[src/rtl/sort_batch_scheduler.sv]
// sort_batch_scheduler: gathers per-lane requests into batches for an
// external odd-even sorter and buffers sorted batches under credit control.
`ifndef PORT_NUB_TOTAL
`define PORT_NUB_TOTAL 4
`endif
`ifndef DATA_WIDTH
`define DATA_WIDTH 8
`endif

module sort_batch_scheduler #(
  parameter int PORT_NUB  = 4,
  parameter int SORT_LAT  = 3,
  parameter int WAIT_MAX  = 8,
  parameter int BUF_DEPTH = 4,
  localparam int DW = $clog2(`PORT_NUB_TOTAL),
  localparam int XW = `DATA_WIDTH,
  localparam int WP = 2*DW+XW,
  localparam int WT = PORT_NUB*WP
)(
  input  logic                   clk,
  input  logic                   rst_n,
  input  logic [PORT_NUB-1:0]    in_valid,
  output logic [PORT_NUB-1:0]    in_ready,
  input  logic [PORT_NUB*DW-1:0] in_dest,
  input  logic [PORT_NUB*XW-1:0] in_data,
  output logic [WT-1:0]          sort_in,
  input  logic [WT-1:0]          sort_out,
  output logic                   out_valid,
  input  logic                   out_ready,
  output logic [WT-1:0]          out_port,
  output logic [PORT_NUB-1:0]    out_mask,
  output logic                   busy
);

  localparam int TW = $clog2(WAIT_MAX+1);
  localparam int CW = $clog2(BUF_DEPTH+1);
  localparam int AW = (BUF_DEPTH > 1) ? $clog2(BUF_DEPTH) : 1;
  localparam logic [TW-1:0] T_MAX = TW'(WAIT_MAX-1);
  localparam logic [CW-1:0] C_MAX = CW'(BUF_DEPTH);
  localparam logic [AW-1:0] P_MAX = AW'(BUF_DEPTH-1);

  typedef enum logic {IDLE, COLLECT} state_t;

  state_t state, state_nxt;
  logic [TW-1:0] timer, timer_nxt;
  logic [CW-1:0] credits;
  logic launch, all_v, any_v, has_credit;

  logic [WT-1:0] batch;
  logic [SORT_LAT-1:0] dl_v;
  logic [PORT_NUB-1:0] dl_m [SORT_LAT];
  logic [PORT_NUB-1:0] mask_p;

  logic [WT-1:0] fq_d [BUF_DEPTH];
  logic [PORT_NUB-1:0] fq_m [BUF_DEPTH];
  logic [AW-1:0] wr_ptr, rd_ptr;
  logic [CW-1:0] count;
  logic push, pop, full;

  assign all_v = &in_valid;
  assign any_v = |in_valid;
  assign has_credit = (credits != '0);

  // state and wait-timer register
  always_ff @(posedge clk or negedge rst_n) begin
    if (!rst_n) begin
      state <= IDLE;
      timer <= '0;
    end else begin
      state <= state_nxt;
      timer <= timer_nxt;
    end
  end

  // next-state, timer and launch strobe; no launch while held in reset
  always_comb begin
    state_nxt = state;
    timer_nxt = timer;
    launch = 1'b0;
    unique case (state)
      IDLE: begin
        if (all_v && has_credit) begin
          launch = rst_n;
        end else if (any_v) begin
          state_nxt = COLLECT;
          timer_nxt = '0;
        end
      end
      COLLECT: begin
        if (!any_v) begin
          state_nxt = IDLE;
          timer_nxt = '0;
        end else if (has_credit && (all_v || timer == T_MAX)) begin
          launch = rst_n;
          state_nxt = IDLE;
          timer_nxt = '0;
        end else if (timer != T_MAX) begin
          timer_nxt = timer + 1'b1;
        end
      end
      default: state_nxt = IDLE;
    endcase
  end

  assign in_ready = {PORT_NUB{launch}} & in_valid;

  // pack lanes; idle lanes become max-key bubbles so they sort last
  always_comb begin
    batch = '0;
    for (int i = 0; i < PORT_NUB; i++) begin
      if (in_valid[i])
        batch[i*WP +: WP] = {in_dest[i*DW +: DW], DW'(i),
                             in_data[i*XW +: XW]};
      else
        batch[i*WP +: WP] = {{DW{1'b1}}, DW'(i), {XW{1'b0}}};
    end
  end

  // sorter input register
  always_ff @(posedge clk or negedge rst_n) begin
    if (!rst_n) sort_in <= '0;
    else        sort_in <= launch ? batch : '0;
  end

  // valid/mask delay line tracking batches inside the sorter
  always_ff @(posedge clk or negedge rst_n) begin
    if (!rst_n) begin
      dl_v <= '0;
      for (int k = 0; k < SORT_LAT; k++) dl_m[k] <= '0;
    end else begin
      dl_v[0] <= launch;
      dl_m[0] <= launch ? in_valid : '0;
      for (int k = 1; k < SORT_LAT; k++) begin
        dl_v[k] <= dl_v[k-1];
        dl_m[k] <= dl_m[k-1];
      end
    end
  end

  // follow each sorted lane back to its source lane's valid bit
  always_comb begin
    mask_p = '0;
    for (int j = 0; j < PORT_NUB; j++)
      for (int k = 0; k < PORT_NUB; k++)
        if (sort_out[j*WP+XW +: DW] == DW'(k))
          mask_p[j] = dl_m[SORT_LAT-1][k];
  end

  assign push = dl_v[SORT_LAT-1];
  assign full = (count == C_MAX);
  assign out_valid = (count != '0);
  assign pop = out_valid & out_ready;
  assign out_port = out_valid ? fq_d[rd_ptr] : '0;
  assign out_mask = out_valid ? fq_m[rd_ptr] : '0;

  // batch FIFO storage
  always_ff @(posedge clk) begin
    if (push) begin
      fq_d[wr_ptr] <= sort_out;
      fq_m[wr_ptr] <= mask_p;
    end
  end

  // FIFO pointers and occupancy
  always_ff @(posedge clk or negedge rst_n) begin
    if (!rst_n) begin
      wr_ptr <= '0;
      rd_ptr <= '0;
      count  <= '0;
    end else begin
      if (push) wr_ptr <= (wr_ptr == P_MAX) ? '0 : wr_ptr + 1'b1;
      if (pop)  rd_ptr <= (rd_ptr == P_MAX) ? '0 : rd_ptr + 1'b1;
      if (push && !pop)      count <= count + 1'b1;
      else if (pop && !push) count <= count - 1'b1;
    end
  end

  // credits: one per FIFO slot, taken at launch, returned at pop
  always_ff @(posedge clk or negedge rst_n) begin
    if (!rst_n) begin
      credits <= C_MAX;
    end else if (launch && !pop) begin
      credits <= credits - 1'b1;
    end else if (pop && !launch) begin
      credits <= credits + 1'b1;
    end
  end

  assign busy = (state != IDLE) | (credits != C_MAX);

  a_no_overflow: assert property (
    @(posedge clk) disable iff (!rst_n) !(push && full));

endmodule

[config.mk]
export PLATFORM = sky130hd
export DESIGN_NAME = sort_batch_scheduler
export DESIGN_NICKNAME = d
export VERILOG_FILES = /design/src/rtl/sort_batch_scheduler.sv
export SDC_FILE = /design/constraint.sdc
export NUM_CORES = 1
export LEC_CHECK = 0
export CORE_AREA = 2 2 117 176
export DETAILED_ROUTE_END_ITERATION = 8
export DIE_AREA = 0 0 119 178
export DONT_BUFFER_PORTS = 1
export GPL_TIMING_DRIVEN = 1
export PLACE_DENSITY = 0.78
export SYNTH_ARGS = -nofsm -noshare
export SYNTH_HDL_FRONTEND = slang
export SYNTH_SLANG_ARGS = --single-unit
[constraint.sdc]
create_clock -name clk -period 4.27 [get_ports clk]
set_clock_uncertainty 0.05 [all_clocks]
set_input_delay 0.854 -clock clk [delete_from_list [all_inputs] [get_ports clk]]
set_output_delay 0.854 -clock clk [all_outputs]
set_load 0.01 [all_outputs]
==> impl_metrics.py, run 1 <==
metrics = {
    "clock_tree": {
        "cts_buffers": 24,
        "clockBufferDepth": 3,
        "clk_pin_slew_worst_paths_ns": 0.06,
        "htree_levels": 1,
        "clk_latency_ns": 0.51,
        "hold_buffers": 1,
        "cts_root_buffer": "clkbuf_16",
        "cts_setup_buffers": 0,
        "cts.sinks": 278,
        "postCtsResizedCells": 0,
        "tritoncts": "built",
    },
    "power_and_ir_drop": {
        "power_mw": 6.75,
        "leakage_nw": 4.19,
        "irDropWorstVdd_mv": 0.326,
        "power_density_nw_per_um2": 580,
    },
    "sta": {
        "worst_slew_pin_slew_ns": 1.07,
        "hold_viol": 0,
        "fmax_mhz": 299,
        "relSlewSlack_pct": 29.0,
        "min_period_over_period_pct": 78.4,
        "finalSetupViolCount": 0,
        "rsz0062_at_grt": "false",
        "period_needed_ns": 3.35,
        "drv_slew": 0,
        "fin_setup_tns_ns": 0,
    },
    "route": {
        "drc": 0,
        "final_antenna_net_count": 0,
        "routed_wl_um": 19300,
        "drt-pass1-iter-count": 4,
        "vias": 4711,
        "wl_per_cell_um": 23.4,
        "viasPerCell": 5.72,
        "drtIter0Drc": 326,
    },
    "global_route": {
        "grt_pass1_wl_um": 29300,
        "met3_usage_pct": 5.88,
        "grt_pass1_vias": 5117,
        "grt_max_degree": 70,
        "busiest_layer": "met2",
        "met1_usage_pct": 20.4,
        "grt_util_met2_pct": 33.1,
        "antenna_found_initial": 0,
        "grt.overflow.total": 0,
        "track_usage_pct": 18.3,
    },
    "yosys": {
        "yosysSeqAreaShare_pct": 74.9,
        "ys_async_sr_fraction_pct": 25.2,
        "yosysTopAreaCellShare_pct": 58.5,
        "yosys_warnings": 0,
        "yosys-top-cells-area": "edfxtp_1 59%, dfrtp_1 16%, mux4_2 12%",
        "synth-seq-cells": 278,
        "syn_inst": 541,
        "yosys.area.top_type": "edfxtp_1",
        "ys_types": 43,
        "synth_flop_cell": "edfxtp_1",
        "synth_most_common_cell": "edfxtp_1",
        "synth_edf_count": 208,
        "ys_top_cells_by_count": "208 x edfxtp_1, 74 x and2_1, 69 x dfrtp_1, 56 x mux4_2, 18 x and3_1",
        "syn_area_per_cell_sq_um": 19.7,
        "synth_area_sq_um": 10700,
    },
    "place": {
        "dp_hpwl_um": 12600,
        "place_congestion": 0.730,
        "io_buffers": 0,
    },
    "critical_path": {
        "startpoint_type": "flip-flop",
        "crit_type": "flip-flop to output pin",
        "worstPathRequired_ns": 3.37,
        "critPathCaptureType": "output pin",
        "worstPathArrival_ns": 2.44,
        "path_max_fanout": 31,
    },
    "die": {
        "rows": 63,
        "start_util_pct": 54.4,
        "fp.dieH_um": 178,
        "die_w_um": 119,
        "io_pins": 201,
        "coreArea_sq_um": 19600,
        "dieArea_sq_um": 21200,
    },
    "finish": {
        "nets": 652,
        "drive_above_1_share_pct": 20.6,
        "areaGrowthSynthToFinish_pct": 9.08,
        "n_antenna_cell": 0,
    },
    "outcome": {
        "status": "finished, final reports clean",
    },
    "min_path": {
        "min_path_type": "primary input to asynchronous set/reset pin",
    },
    "flow_run": {
        "cap_violations": 0,
    },
}
==> cell type report <==
cell class | instances | area [sq um]
Sequential cell | 278 | 8000
Fill cell | 1400 | 7980
Multi-Input combinational cell | 218 | 2450
Clock buffer | 33 | 656
Tap cell | 260 | 325
Timing Repair Buffer | 8 | 92.6
Inverter | 17 | 66.3
Clock inverter | 10 | 48.8
==> flip-flops by register name (all words and copies together), names as in the netlist <==
| signal | flops |
|---|---|
| fq_d | 192 |
| count | 3 |
| sort_in | 40 |
| wr_ptr | 2 |
| rd_ptr | 2 |
| state | 1 |
| dl_m | 12 |
| credits | 3 |
| timer | 4 |
| fq_m | 16 |
| dl_v | 3 |
==> worst paths after layout <==
| kind | from | to | slack, ns | cells past startpoint |
|---|---|---|---|---|
| max | rd_ptr[0] | out_mask[0] | 0.92 | 3 |
| min | rst_n | credits[2] | 0.13 | 0 |
| max reg2reg | count[0] | credits[2] | 1.41 | 8 |
| min reg2reg | dl_m[9] | dl_m[5] | 0.29 | 0 |
| max in group asynchronous | rst_n | rd_ptr[0] | 3.71 | 1 |
| min in group clk | dl_m[9] | dl_m[5] | 0.29 | 0 |
==> cells in the final DEF (no fill, tap or decap), types with 4 or more instances in the layout <==
master     count
a21oi_1        9
and2_1        70
and2_2         4
and3_1        18
buf_4          6
clkbuf_1       8
clkbuf_16     25
clkinv_1       5
conb_1         4
dfrtp_1       67
edfxtp_1     208
ha_1           8
inv_1         16
mux4_2        56
nand2_1        5
nor2_1         4
o21ai_0        4
xor2_1         4
==> layer usage <==
metal / share of wire [%] / vias to the layer above / wire length (um)
met3: 8.3 / 40 / 1610
met1: 35 / 2422 / 6800
met2: 54 / 189 / 10400
met5: 0 / - / 0
li1: - / 2060 / -
met4: 2.5 / 0 / 492
==> critical path: stages (launching register included) <==
cell and delay, ns:
dfrtp_4 0.83, buf_12 0.30, mux4_2 0.56, and2_1 0.22
==> kinds of logic (layout without fill, tap and decap cells) <==
kind of cell,count (synthesis),count (layout),synth area share (%)
multiplexers,61,61,12.4
buffers and inverters,48,68,2.26
XOR/XNOR,6,6,0.492
flip-flops,278,278,74.9
AND/OR/NAND/NOR,116,116,6.92
adder cells (fa/ha/maj),10,10,1.31
other,1,4,0.0351
AO/OA/AOI/OAI,21,21,1.64
==> through the flow <==
step / hold WS [ns] / instance area, sq um / instances / util (%) / setup slack, ns
3_5_place_dp: 0.288 / 10900 / 780 / 55.6 / 1.37
6_report: 0.132 / 11600 / 824 / 59.3 / 0.922
5_1_grt: 0.111 / 11600 / 824 / 59.3 / 0.769
4_1_cts: 0.106 / 11600 / 824 / 59.3 / 0.827
2_1_floorplan: 0.281 / 10700 / 544 / - / 1.57
3_3_place_gp: 0.290 / 10900 / 780 / 55.6 / 1.43
==> report_power, final <==
group	internal [mW]	total, mW	switching [mW]
registers	3.06	3.28	0.221
logic	0.755	1.51	0.756
clock network	1.07	1.96	0.885
total	4.89	6.75	1.86
Note: power is estimated with default switching activity, not from simulation.
==> run 2: changes to the inputs <==
- clock period: 4.27 -> 3.4 ns (I/O delays scaled with it)
==> impl_metrics.py, run 2 (same netlist as run 1, synthesis figures left out) <==
metrics = {
    "critical_path": {
        "worstPathArrival_ns": 2.40,
        "startpoint_type": "flip-flop",
        "crit_chain": "buf_4 > mux4_2 > and2_1",
        "critPathMaxStageDelay_ns": 0.79,
        "critPathCaptureType": "output pin",
        "crit_slowest_cell": "dfrtp_4",
        "worstPathRequired_ns": 2.67,
        "crit_type": "flip-flop to output pin",
        "path_max_fanout": 30,
    },
    "finish": {
        "reg.largest.list": "fq_d x192, sort_in x40, fq_m x16",
        "nFillCells": 1373,
        "multiInputGateArea_sq_um": 2450,
        "areaGrowthSynthToFinish_pct": 9.72,
        "regMostFlops": "fq_d",
        "drive_above_1_share_pct": 22.6,
        "mostFrequentLayoutCells": "208 x edfxtp_1, 70 x and2_1, 67 x dfrtp_1, 56 x mux4_2, 25 x clkbuf_16",
        "seqCellArea_sq_um": 8000,
        "nets": 657,
        "largest_reg_flops": 192,
        "final_common_cell": "edfxtp_1",
        "n_antenna_cell": 0,
    },
    "die": {
        "rows": 63,
        "io_pins": 201,
        "dieArea_sq_um": 21200,
        "start_util_pct": 54.4,
        "die_w_um": 119,
        "fp.dieH_um": 178,
        "coreArea_sq_um": 19600,
    },
    "route": {
        "routed_wl_um": 19200,
        "drc": 0,
        "wl_per_cell_um": 23.1,
        "drt-pass1-iter-count": 4,
        "viasPerCell": 5.68,
        "vias": 4712,
        "final_antenna_net_count": 0,
        "drtIter0Drc": 289,
    },
    "power_and_ir_drop": {
        "switchingPower_mw": 2.36,
        "leakage_nw": 4.23,
        "seq_power_share_pct": 48.2,
        "irDropWorstVdd_mv": 0.408,
        "pwr-share-clk_pct": 29.3,
        "comb_power_share_pct": 22.5,
        "intPower_mw": 6.18,
        "power_mw": 8.54,
        "p_sw_share_pct": 27.6,
        "power_density_nw_per_um2": 729,
    },
    "sta": {
        "fmax_mhz": 319,
        "hold_ws_ns": 0.00766,
        "fin_setup_tns_ns": 0,
        "drv_slew": 0,
        "finalSetupViolCount": 0,
        "setup_ws_ns": 0.266,
        "worst_slew_pin_slew_ns": 0.770,
        "hold_viol": 0,
        "min_period_over_period_pct": 92.2,
        "relSlewSlack_pct": 48.7,
        "period_needed_ns": 3.13,
        "rsz0062_at_grt": "false",
    },
    "clock_tree": {
        "clockBufferDepth": 3,
        "cts.sinks": 278,
        "postCtsResizedCells": 0,
        "cts_buffers": 24,
        "clk_pin_slew_worst_paths_ns": 0.06,
        "htree_levels": 1,
        "tritoncts": "built",
        "cts_root_buffer": "clkbuf_16",
        "clk_latency_ns": 0.50,
    },
    "global_route": {
        "grt_max_degree": 71,
        "antenna_found_initial": 0,
        "grt_pass1_wl_um": 29600,
        "track_usage_pct": 18.2,
        "grt.overflow.total": 0,
        "grt_pass1_vias": 5237,
    },
    "place": {
        "dp_hpwl_um": 12800,
        "place_congestion": 0.733,
        "dpl_worst_slack_ns": 0.721,
        "io_buffers": 0,
    },
    "outcome": {
        "status": "finished, final reports clean",
    },
    "flow_run": {
        "cap_violations": 0,
    },
    "min_path": {
        "min_path_type": "primary input to asynchronous set/reset pin",
    },
}
run 2: final timing paths:
kind	from	to	slack, ns	cells past startpoint
max	rd_ptr[0]	out_mask[2]	0.27	3
min	rst_n	rd_ptr[0]	0.008	1
max reg2reg	timer[0]	credits[2]	0.78	11
min reg2reg	dl_m[5]	dl_m[1]	0.29	0
max in group asynchronous	rst_n	credits[2]	2.98	1
min in group clk	in_valid[0]	sort_in[11]	0.21	1
run 2: area by class of cell:
class / count / share of cell area [%]
sequential: 278 / 68.3
multi-input combinational: 218 / 20.9
clock inverter: 15 / 0.716
clock buffer: 29 / 5.56
timing repair buffer: 13 / 1.11
tap: 260 / 2.78
inverter: 17 / 0.566
run 2: layer usage:
layer	part of all wire, %	wire [um]	vias up	global-route usage (%)
li1	-	-	2073	-
met2	55	10500	192	33.8
met4	1.2	221	0	3.62
met5	0	0	-	0
met3	8.2	1570	21	5.40
met1	36	6870	2426	20.8
run 2: stage by stage:
stage               util (%)  area [sq um]  std cells
global route            59.7         11700        830
finish                  59.7         11700        830
floorplan                  -         10700        544
CTS                     59.7         11700        830
detailed placement      55.8         10900        785
global placement        55.8         10900        785
run 2: repair_timing:
action / CTS / global route
setup endpoints to repair: 0 / 0
setup buffers: 0 / 0
hold buffers: 1 / 0
hold endpoints to repair: 70 / 0
run 2: worst max-delay path, delay by kind of cell (launching register included):
family	cells	cell delay, ns
buf+inv	1	0.34
mux	1	0.54
simple gates	1	0.21
flops	1	0.79
run 2: power groups by stage:
stage / combinational, mW / sequential [mW] / clock [mW]
after floorplan: 1.74 / 4.00 / 0
after global placement: 1.87 / 4.17 / 0
after detailed placement: 1.95 / 4.19 / 0
after CTS: 1.97 / 4.13 / 2.56
after global routing: 2.08 / 4.15 / 2.67
final: 1.92 / 4.11 / 2.50
==> run 3: changes to the inputs <==
- CORE_AREA: 2 2 117 176 -> 5 5 149 222
- DIE_AREA: 0 0 119 178 -> 0 0 154 227
- PLACE_DENSITY: 0.78 -> 0.57
==> impl_metrics.py, run 3 (same netlist as run 1, synthesis figures left out) <==
metrics = {
    "outcome": {
        "status": "finished, final reports clean",
    },
    "finish": {
        "nets": 659,
        "nFillCells": 2777,
        "mostFrequentLayoutCells": "208 x edfxtp_1, 70 x and2_1, 67 x dfrtp_1, 56 x mux4_2, 29 x clkbuf_16",
        "design_area_sq_um": 12000,
        "drive_above_1_share_pct": 23.2,
        "areaGrowthSynthToFinish_pct": 12.7,
        "regMostFlops": "fq_d",
        "final_common_cell": "edfxtp_1",
        "reg.largest.list": "fq_d x192, sort_in x40, fq_m x16",
        "n_antenna_cell": 0,
        "fin_util_pct": 39.0,
        "largest_reg_flops": 192,
    },
    "route": {
        "drc": 0,
        "wl_per_cell_um": 21.4,
        "viasPerCell": 4.86,
        "routed_wl_um": 20900,
        "drt-pass1-iter-count": 4,
        "met1_length_um": 7300,
        "drtIter0Drc": 179,
        "top_layer_used": "met4",
        "vias": 4749,
        "routed-wl-met3_um": 2280,
        "final_antenna_net_count": 0,
        "wl_met2_um": 11000,
    },
    "clock_tree": {
        "cts_root_buffer": "clkbuf_16",
        "clk_pin_slew_worst_paths_ns": 0.07,
        "clockBufferDepth": 3,
        "clk_latency_ns": 0.53,
        "cts_buffers": 27,
        "htree_levels": 1,
        "cts_setup_buffers": 0,
        "cts.sinks": 278,
        "tritoncts": "built",
    },
    "place": {
        "place_congestion": 0.777,
        "io_buffers": 0,
        "place_area_sq_um": 11100,
        "dp_hpwl_um": 13300,
    },
    "global_route": {
        "track_usage_pct": 11.8,
        "grt.overflow.total": 0,
        "grt_pass1_vias": 5456,
        "antenna_found_initial": 0,
        "grt_max_degree": 71,
        "grt_pass1_wl_um": 32000,
    },
    "power_and_ir_drop": {
        "pwr-share-clk_pct": 32.1,
        "irDropWorstVdd_mv": 0.314,
        "p_sw_share_pct": 27.7,
        "switchingPower_mw": 2.48,
        "power_mw": 8.95,
        "leakage_nw": 4.30,
        "intPower_mw": 6.47,
        "seq_power_share_pct": 45.7,
        "comb_power_share_pct": 22.2,
        "power_density_nw_per_um2": 744,
    },
    "critical_path": {
        "crit_chain": "buf_4 > mux4_2 > and2_1",
        "startpoint_type": "flip-flop",
        "worstPathArrival_ns": 2.32,
        "crit_type": "flip-flop to output pin",
        "critical_path_buf_inv_count": 1,
        "worstPathRequired_ns": 2.67,
        "critPathMaxStageDelay_ns": 0.62,
        "path_max_fanout": 16,
        "cp_top_family": "flip-flops",
        "crit_slowest_cell": "dfrtp_4",
        "critPathCaptureType": "output pin",
    },
    "sta": {
        "period_needed_ns": 3.05,
        "relSlewSlack_pct": 43.9,
        "fmax_mhz": 328,
        "hold_viol": 0,
        "drv_slew": 0,
        "finalSetupViolCount": 0,
        "rsz0062_at_grt": "false",
        "worst_slew_pin_slew_ns": 0.842,
        "min_period_over_period_pct": 89.7,
        "fin_setup_tns_ns": 0,
    },
    "die": {
        "rows": 79,
        "die_w_um": 154,
        "coreArea_sq_um": 30800,
        "start_util_pct": 34.6,
        "fp.dieH_um": 227,
        "io_pins": 201,
        "dieArea_sq_um": 35000,
    },
    "min_path": {
        "min_path_type": "primary input to flip-flop",
    },
    "flow_run": {
        "cap_violations": 0,
    },
}
run 3: cell count changes in the layout (fill, tap and decap cells not counted):
cell,before,now
buf_12,1,2
buf_4,11,8
bufinv_16,0,1
clkbuf_16,25,29
clkbuf_4,0,2
clkbuf_8,1,0
clkinv_1,3,1
clkinv_2,7,6
clkinv_4,1,0
dlygate4sd3_1,0,1
inv_4,1,2
inv_8,0,1
run 3: path summary, 6_finish.rpt:
check | start | end | slack (ns) | depth (start not counted)
hold reg to reg | dl_v[1] | dl_v[2] | 0.30 | 0
min in group asynchronous | rst_n | dl_m[1] | 0.68 | 2
setup reg to reg | timer[0] | credits[2] | 0.81 | 11
hold / removal | in_valid[0] | sort_in[10] | 0.18 | 1
setup / recovery | rd_ptr[0] | out_port[33] | 0.35 | 3
max in group asynchronous | rst_n | credits[2] | 2.32 | 2
run 3: area by class of cell:
cell class | count | area, sq um | share of cell area [%]
tap | 405 | 507 | 4.21
clock inverter | 14 | 110 | 0.915
clock buffer | 34 | 752 | 6.25
inverter | 17 | 66.3 | 0.551
timing repair buffer | 12 | 138 | 1.14
sequential | 278 | 8000 | 66.5
multi-input combinational | 218 | 2450 | 20.4
run 3: power groups by stage:
stage / logic [mW] / registers, mW / clock network, mW
after floorplan: 1.74 / 4.00 / 0
after global placement: 1.98 / 4.15 / 0
after detailed placement: 2.03 / 4.17 / 0
after CTS: 2.06 / 4.10 / 2.97
after global routing: 2.18 / 4.13 / 3.11
final: 1.98 / 4.09 / 2.88
run 3: repair_timing:
item	4_1_cts	5_1_grt
endpoints found under the hold margin	70	0
gates resized for setup	0	0
hold buffers	2	0
run 3: stage by stage:
step / hold slack (ns) / std cells / setup slack (ns)
6_report: 0.184 / 978 / 0.349
5_1_grt: 0.154 / 978 / 0.180
4_1_cts: 0.152 / 978 / 0.242
3_5_place_dp: 0.286 / 928 / 0.817
3_3_place_gp: 0.290 / 928 / 0.857
2_1_floorplan: 0.281 / 544 / 0.952
run 3: layer usage:
| layer | vias up | GRT usage (%) |
|---|---|---|
| li1 | 2078 | - |
| met1 | 2429 | 12.6 |
| met2 | 213 | 21.6 |
| met3 | 29 | 4.77 |
| met4 | 0 | 3.14 |
| met5 | - | 0 |
==> RTL edit: new RTL, flow settings as in run 2 <==
`WAIT_MAX`: 8 -> 4.
--- a/src/rtl/sort_batch_scheduler.sv
+++ b/src/rtl/sort_batch_scheduler.sv
@@ -12,3 +12,3 @@
   parameter int SORT_LAT  = 3,
-  parameter int WAIT_MAX  = 8,
+  parameter int WAIT_MAX  = 4,
   parameter int BUF_DEPTH = 4,
Behaviour: not the same (Yosys sat finds a counterexample within 10 cycles, from zero or initial values and one cycle with rst_n low).
==> RTL edit against run 2 <==
- setup slack gained 0.097 ns
- combinational power is 3% higher
- area after synthesis decreased by 0.77%
- routed wire length is 1.5% lower
- via count shrank 0.38%
- sequential share of layout area is 0.11 points lower
- cell count is 1.3% lower
- largest cell class unchanged
- synthesized cell count shrank 1.7%
- sequential cell count down 1
- register-to-register slack better by 0.03 ns
- first-iteration DRC count up 15%
- total power up 5.5%
- design area decreased by 0.15%
==> RTL edit: results (changes against run 2) <==
- Vias in the first global route: 5,220 (was 5,237)
- Via Count: 4,694 (was 4,712)
- Outcome: finished, final reports clean (unchanged)
- Maximum VDD drop: 0.000406 V (was 0.000408 V)
- Min Hold Slack: 0.208 ns (was 0.00766 ns)
- Internal Pwr Total: 6.59 mW (was 6.18 mW)
- Place WS: 0.753 ns (was 0.721 ns)
- FILL cells: 1,354 (was 1,373)
- Nets@finish: 647 (was 657)
- Share of cells above drive strength 1: 0.215 (was 0.226)
- Routed wire length: 18.9 mm (was 19.2 mm)
- CP max stage delay: 0.63 ns (was 0.79 ns)
- Gpl congestion: 0.805 (was 0.733)
- Seq/Total Area, Yosys: 0.753 (was 0.749)
- Met3 wire length: 1.80 mm (was 1.57 mm)
- List of most frequent post-synthesis cells: 208 x edfxtp_1, 68 x dfrtp_1, 60 x and2_1 (was 208 x edfxtp_1, 74 x and2_1, 69 x dfrtp_1)
- Met2 usage: 0.338 (about the same)
- Met1 usage: 0.198 (was 0.208)
- R2r setup slk: 0.81 ns (was 0.78 ns)
- DP HPWL: 12.2 mm (was 12.8 mm)
- Post-Syn Instances: 532 (was 541)
- Global Route Usage Sum: 0.182 (about the same)
- Synth unique cells: 40 (was 43)
- Initial DRC count: 331 (was 289)
- Initial DRT Pass Iterations: 5 (was 4)
- Worst slew margin: 0.458 (was 0.487)
- Static leakage: 4.27 nW (was 4.23 nW)
- Dpl cell area: 0.0108 mm² (was 0.0109 mm²)
- Hold/Removal Path Class: in -> reg (was in -> async)
- Ranking of synthesized cells by area: edfxtp_1 59%, dfrtp_1 16%, mux4_2 12% (unchanged)
- CP Max Fanout: 39 (was 30)
[RTL edit: cell count changes after synthesis, moves of 2 or more]
| cell | run 2 | this run |
|---|---|---|
| and2_1 | 74 | 60 |
| and3_1 | 18 | 32 |
| buf_6 | 1 | 5 |
| buf_4 | 12 | 9 |
| buf_8 | 0 | 3 |
| a211o_1 | 2 | 0 |
| clkbuf_1 | 13 | 11 |
| mux2_4 | 2 | 0 |
| nand2b_1 | 2 | 0 |
| o21ai_0 | 4 | 2 |
| o22ai_1 | 0 | 2 |
[RTL edit: layout make-up]
type | instances | share of cell area
Clock buffer | 33 | 0.0590
Clock inverter | 12 | 0.0142
Inverter | 18 | 0.00621
Multi-Input combinational cell | 207 | 0.199
Sequential cell | 277 | 0.682
Tap cell | 260 | 0.0278
Timing Repair Buffer | 12 | 0.0118
[RTL edit: logic make-up (layout without fill, tap and decap cells)]
kind of cell / count (synthesis) / after routing / share of synthesized area
flops: 277 / 277 / 0.753
simple gates: 110 / 110 / 0.0657
mux: 60 / 60 / 0.123
buf+inv: 51 / 75 / 0.0294
compound gates: 16 / 16 / 0.00922
fa+ha+maj: 11 / 11 / 0.0144
xor+xnor: 6 / 6 / 0.00496
other cells: 1 / 4 / 0.000354
[RTL edit: what timing repair did]
action,in CTS,in global routing
gates resized for setup,0,0
hold buffers,2,0
endpoints found under the hold margin,69,0
buffers inserted,0,0
[RTL edit: power groups by stage]
stage | clock (mW) | combinational (mW) | sequential, mW
after CTS | 2.93 | 2.03 | 4.18
after global routing | 3.07 | 2.17 | 4.21
after global placement | 0 | 1.95 | 4.22
final | 2.86 | 1.98 | 4.17
after floorplan | 0 | 1.82 | 4.07
after detailed placement | 0 | 2.00 | 4.25
